===== src/rtl/rv32m_muldiv_unit.sv =====
// Iterative RV32M multiply/divide unit: 32-step shift-add multiply and restoring
// divide on operand magnitudes, with sign correction in a final calc cycle.
module rv32m_muldiv_unit #(
  parameter int XLEN = 32
) (
  input  logic            clk,
  input  logic            rst,
  input  logic            start,
  input  logic [2:0]      funct3,
  input  logic [XLEN-1:0] operand_a,
  input  logic [XLEN-1:0] operand_b,
  output logic            busy,
  output logic            done,
  output logic [XLEN-1:0] result
);

  typedef enum logic [1:0] {IDLE, CALC, DONE} state_t;

  state_t            state;
  logic [5:0]        cnt;
  logic [2:0]        op;
  logic [XLEN-1:0]   mb;
  logic [2*XLEN-1:0] acc;
  logic              neg_q;
  logic              neg_r;

  function automatic logic [XLEN-1:0] mag(input logic [XLEN-1:0] v, input logic sgn);
    return (sgn && v[XLEN-1]) ? -v : v;
  endfunction

  function automatic logic [XLEN-1:0] cond_neg32(input logic [XLEN-1:0] v, input logic n);
    return n ? -v : v;
  endfunction

  function automatic logic [2*XLEN-1:0] cond_neg64(input logic [2*XLEN-1:0] v, input logic n);
    return n ? -v : v;
  endfunction

  // Request decode, evaluated against the live inputs while IDLE
  logic            is_div;
  logic            a_sgn;
  logic            b_sgn;
  logic            a_neg;
  logic            b_neg;
  logic            div_zero;
  logic            div_ovf;
  logic [XLEN-1:0] special_res;

  always_comb begin
    is_div      = funct3[2];
    a_sgn       = is_div ? ~funct3[0] : (funct3[1:0] != 2'b11);
    b_sgn       = is_div ? ~funct3[0] : ~funct3[1];
    a_neg       = a_sgn & operand_a[XLEN-1];
    b_neg       = b_sgn & operand_b[XLEN-1];
    div_zero    = is_div && (operand_b == '0);
    div_ovf     = is_div && !funct3[0] && (operand_a == {1'b1, {(XLEN-1){1'b0}}}) && (&operand_b);
    special_res = '0;
    if (div_zero)
      special_res = funct3[1] ? operand_a : '1;
    else if (div_ovf)
      special_res = funct3[1] ? '0 : operand_a;
  end

  // One iteration step: multiply adds the multiplicand into the upper half then shifts
  // right; divide shifts the next dividend bit into the partial remainder and trial-subtracts.
  logic [XLEN:0]     mul_sum;
  logic [2*XLEN-1:0] mul_next;
  logic [XLEN:0]     div_sh;
  logic [XLEN+1:0]   div_diff;
  logic              div_ge;
  logic [2*XLEN-1:0] div_next;
  logic [2*XLEN-1:0] mul_prod;
  logic [XLEN-1:0]   fin;

  always_comb begin
    mul_sum  = {1'b0, acc[2*XLEN-1:XLEN]} + {1'b0, (acc[0] ? mb : {XLEN{1'b0}})};
    mul_next = {mul_sum, acc[XLEN-1:1]};
    div_sh   = {acc[2*XLEN-1:XLEN], acc[XLEN-1]};
    div_diff = {1'b0, div_sh} - {2'b00, mb};
    div_ge   = ~div_diff[XLEN+1];
    div_next = {(div_ge ? div_diff[XLEN-1:0] : div_sh[XLEN-1:0]), acc[XLEN-2:0], div_ge};
    mul_prod = cond_neg64(acc, neg_q);
    fin      = '0;
    if (op[2])
      fin = op[1] ? cond_neg32(acc[2*XLEN-1:XLEN], neg_r) : cond_neg32(acc[XLEN-1:0], neg_q);
    else
      fin = (op[1:0] == 2'b00) ? mul_prod[XLEN-1:0] : mul_prod[2*XLEN-1:XLEN];
  end

  assign busy = (state != IDLE);

  always_ff @(posedge clk or negedge rst) begin
    if (!rst) begin
      state  <= IDLE;
      cnt    <= '0;
      op     <= '0;
      mb     <= '0;
      acc    <= '0;
      neg_q  <= 1'b0;
      neg_r  <= 1'b0;
      done   <= 1'b0;
      result <= '0;
    end else begin
      case (state)
        IDLE: begin
          if (start) begin
            op    <= funct3;
            neg_q <= a_neg ^ b_neg;
            neg_r <= a_neg;
            mb    <= mag(operand_b, b_sgn);
            acc   <= {{XLEN{1'b0}}, mag(operand_a, a_sgn)};
            cnt   <= '0;
            if (div_zero || div_ovf) begin
              result <= special_res;
              done   <= 1'b1;
              state  <= DONE;
            end else begin
              state <= CALC;
            end
          end
        end
        // Counts 0..31 iterate; count 32 applies sign correction and selects the result
        CALC: begin
          if (cnt == 6'(XLEN)) begin
            result <= fin;
            done   <= 1'b1;
            state  <= DONE;
          end else begin
            acc <= op[2] ? div_next : mul_next;
            cnt <= cnt + 6'd1;
          end
        end
        DONE: begin
          done  <= 1'b0;
          state <= IDLE;
        end
        default: begin
          done  <= 1'b0;
          state <= IDLE;
        end
      endcase
    end
  end

endmodule


===== config.mk =====
export PLATFORM = sky130hd
export DESIGN_NAME = rv32m_muldiv_unit
export DESIGN_NICKNAME = d
export VERILOG_FILES = /design/src/rtl/rv32m_muldiv_unit.sv
export SDC_FILE = /design/constraint.sdc
export NUM_CORES = 1
export LEC_CHECK = 0
export CAP_MARGIN = 40
export CORE_AREA = 2 2 165 167
export DETAILED_ROUTE_END_ITERATION = 6
export DIE_AREA = 0 0 167 169
export PLACE_DENSITY = 0.81
export SLEW_MARGIN = 20
export SYNTH_ARGS = -nofsm -noshare
export SYNTH_HDL_FRONTEND = slang
export SYNTH_SLANG_ARGS = --single-unit

===== constraint.sdc =====
create_clock -name clk -period 3.3 [get_ports clk]
set_clock_uncertainty 0.2 [all_clocks]
set_input_delay 0.825 -clock clk [delete_from_list [all_inputs] [get_ports clk]]
set_output_delay 0.825 -clock clk [all_outputs]
set_load 0.02 [all_outputs]

==> results by group <==
GRT
  • Initial antenna violation count: 0
  • Largest net degree at the start of global routing: 73
  • Global-route wire length before repair: 85,200 um
  • Grt ovf: 0
  • Gr usage total: 37.9%
  • Vias in the first global route: 15,500

Die
  • Die X: 167 um
  • Initial Util: 54.5%
  • # IOs: 104
  • Die height: 169 um
  • Row Count: 60
  • DIE AREA: 0.0282 mm^2
  • CORE AREA: 0.0265 mm^2

Route
  • Final ANT Viol Nets: 0
  • WL final: 56,100 um
  • Initial DRC Count: 2,302
  • First-pass iteration count of the detailed router: 7
  • DR WL/cell: 21.5 um
  • Drt drc: 5
  • Via density: 6.48
  • Via count: 16,900

Logic synthesis
  • Synth cell count leaders: 251 x o21ai_0, 233 x nand2_1, 149 x nor2_1
  • Post-synth top area share: 24.6%
  • Post-synth EDFFs: 0
  • Seq cells post-synth: 142
  • Async SR Flop Fraction: 100%
  • Syn_area_per_cell: 7.49 um^2
  • Synth Flop Type: dfrtp_1
  • Sequential fraction of the synthesis area: 24.6%
  • Synthesized instance count: 1,926
  • Synth area leader: dfrtp_1
  • Synth area leaders: dfrtp_1 25%, o21ai_0 8.7%, xnor2_1 7.2%
  • Synthesized cell area: 0.0144 mm^2
  • Most common cell in the synthesized netlist: o21ai_0
  • Ys Warns: 0
  • Syn Nets: 2,069
  • Distinct cells, synth: 81

Critical path
  • R2r endpoint: acc[62]
  • Worst reg2reg path depth: 15
  • Critical path endpoint: acc[62]
  • Setup CP Type: reg -> reg
  • R2r setup slk: -0.03 ns
  • CP Data Arrival Time: 3.47 ns
  • CP startpoint: acc[0]
  • Crit-path max FO: 6
  • WP data required: 3.45 ns
  • R2r startpoint: acc[0]
  • Crit start category: register
  • CP endpoint kind: register

Clocking
  • H-tree Lvls: 4
  • Clock-pin slew on the worst setup and hold paths: 0.08 ns
  • Clock Latency Late Sink: 0.45 ns
  • Clock Tree Buf Depth: 2
  • CTS tree: done
  • Clk root buf: clkbuf_16
  • Hold-fix buffers, CTS: 0
  • CTS buffer count: 17
  • Clock sink count: 142

Placed design
  • Placer congestion estimate: 0.988
  • Post-DP HPWL: 41,100 um
  • Cell Area, Placed: 0.0179 mm^2
  • IO Port Bufs: 103

Power and ir drop
  • Largest vdd supply drop: 0.795 mV
  • Leakage: 0.00848 uW
  • Power per Cell Area: 1240 mW/mm^2

Layout
  • Nets: 2,400
  • N_diodes: 0
  • Multi-input gate area: 0.0108 mm^2
  • Area growth, synth to finish: 36.2%
  • Final instance area: 0.0197 mm^2
  • Share of post-route cells with drive strength above 1: 23.2%
  • Register Area: 0.00356 mm^2
  • Fill cell count: 2,025

Run status
  • Status: finished with violations
  • Failing checks: design-rule violations, negative setup slack

STA
  • Achievable Freq: 0.301 GHz
  • Fin worst setup slack: -0.0255 ns
  • Worst-Margin Slew: 0.685 ns
  • Slew headroom: 54.3%
  • Hold Fails Final Rpt: 0
  • Final setup fails: 1
  • TNS Setup: -0.0255 ns
  • Max-slew violation count: 0
  • RSZ-0062 raised after global routing: yes
  • Min cycle time layout: 3.33 ns
  • Final Cycle Share: 101%

Job
  • Max-Cap Viols: 0

Worst hold path
  • Class of the worst hold path: in -> async
## routing by layer
layer	vias up	GRT usage, %	routed length [um]
met5	-	0	0
met4	0	13.3	2010
met3	193	7.62	5930
met2	1031	58.9	25100
met1	8041	52.7	23000
li1	7644	-	-
## sequential cells by signal, indices dropped and copies added, names as in the netlist
register	count
op	3
neg_r	1
neg_q	1
cnt	6
done	1
mb	32
result	32
state	2
acc	64
## worst max-delay path, stage by stage (launching register included)
cell and delay, ns:
dfrtp_1 0.42, inv_4 0.15, buf_12 0.15, nor2_1 0.05, ha_1 0.31, a21oi_2 0.20, o21ai_2 0.10, o31ai_2 0.25
buf_4 0.19, o21a_1 0.17, a21boi_2 0.07, buf_4 0.16, a21bo_4 0.22, a211oi_4 0.25, o211ai_1 0.13, a22oi_1 0.20
## power by group
| group | internal, uW | switching [uW] | total, uW |
|---|---|---|---|
| combinational | 8160 | 10400 | 18600 |
| clock | 1150 | 890 | 2040 |
| sequential | 2660 | 1090 | 3750 |
## what timing repair did
item	CTS	global route
setup buffers	12	24
pin swaps	24	78
resized for setup	57	147
endpoints found under the setup margin	51	71
gates cloned	3	3
## how the worst min path moves through the flow
stage                  start  depth (start not counted)     end
floorplan           state[1]                          1    done
global placement      mb[22]                          2  mb[22]
detailed placement    mb[22]                          2  mb[22]
CTS                      rst                          1  acc[7]
global route             rst                          1  acc[7]
finish                   rst                          1  acc[7]
## cells by family (layout without fill, tap and decap cells)
family / after synthesis / count (layout) / share of synthesized area (%)
AO/OA/AOI/OAI: 643 / 643 / 27.9
AND/OR/NAND/NOR: 614 / 614 / 20.1
buffers and inverters: 207 / 551 / 5.53
XOR/XNOR: 193 / 193 / 11.7
flip-flops: 142 / 142 / 24.6
adder cells (fa/ha/maj): 73 / 73 / 6.43
multiplexers: 54 / 54 / 3.75
## area by class of cell
type,instances,share of cell area [%]
inverter,70,1.35
sequential,142,18.1
tap,341,2.17
multi-input combinational,1577,55.2
clock buffer,19,2.25
timing repair buffer,449,20.2
clock inverter,13,0.758
## cell usage in the layout, fill, tap and decap left out, drive strengths merged, types with 23 or more instances in the layout
master / synthesis / layout
a21oi: 122 / 122
clkdlybuf4s50: 0 / 92
nor3: 40 / 40
o31ai: 37 / 37
dfrtp: 142 / 142
o21ai: 252 / 252
clkbuf: 115 / 23
nor2: 149 / 149
inv: 70 / 77
ha: 71 / 71
a21o: 36 / 36
nand4: 27 / 27
xnor2: 118 / 118
xor2: 75 / 75
nand3: 30 / 30
mux2i: 53 / 53
buf: 22 / 345
nand2: 233 / 233
## stage by stage
stage	setup slack, ns	hold slack [ns]	util, %	cells	total power, uW
2_1_floorplan	-0.0000777	0.238	-	1926	14000
3_5_place_dp	-0.819	0.272	67.4	2537	20000
4_1_cts	-0.0420	0.156	70.9	2584	22300
3_3_place_gp	-0.677	0.263	67.4	2537	19700
5_1_grt	-0.0981	0.179	74.2	2611	25800
6_report	-0.0255	0.130	74.2	2611	24400
Note: power is estimated with default switching activity, not from simulation.
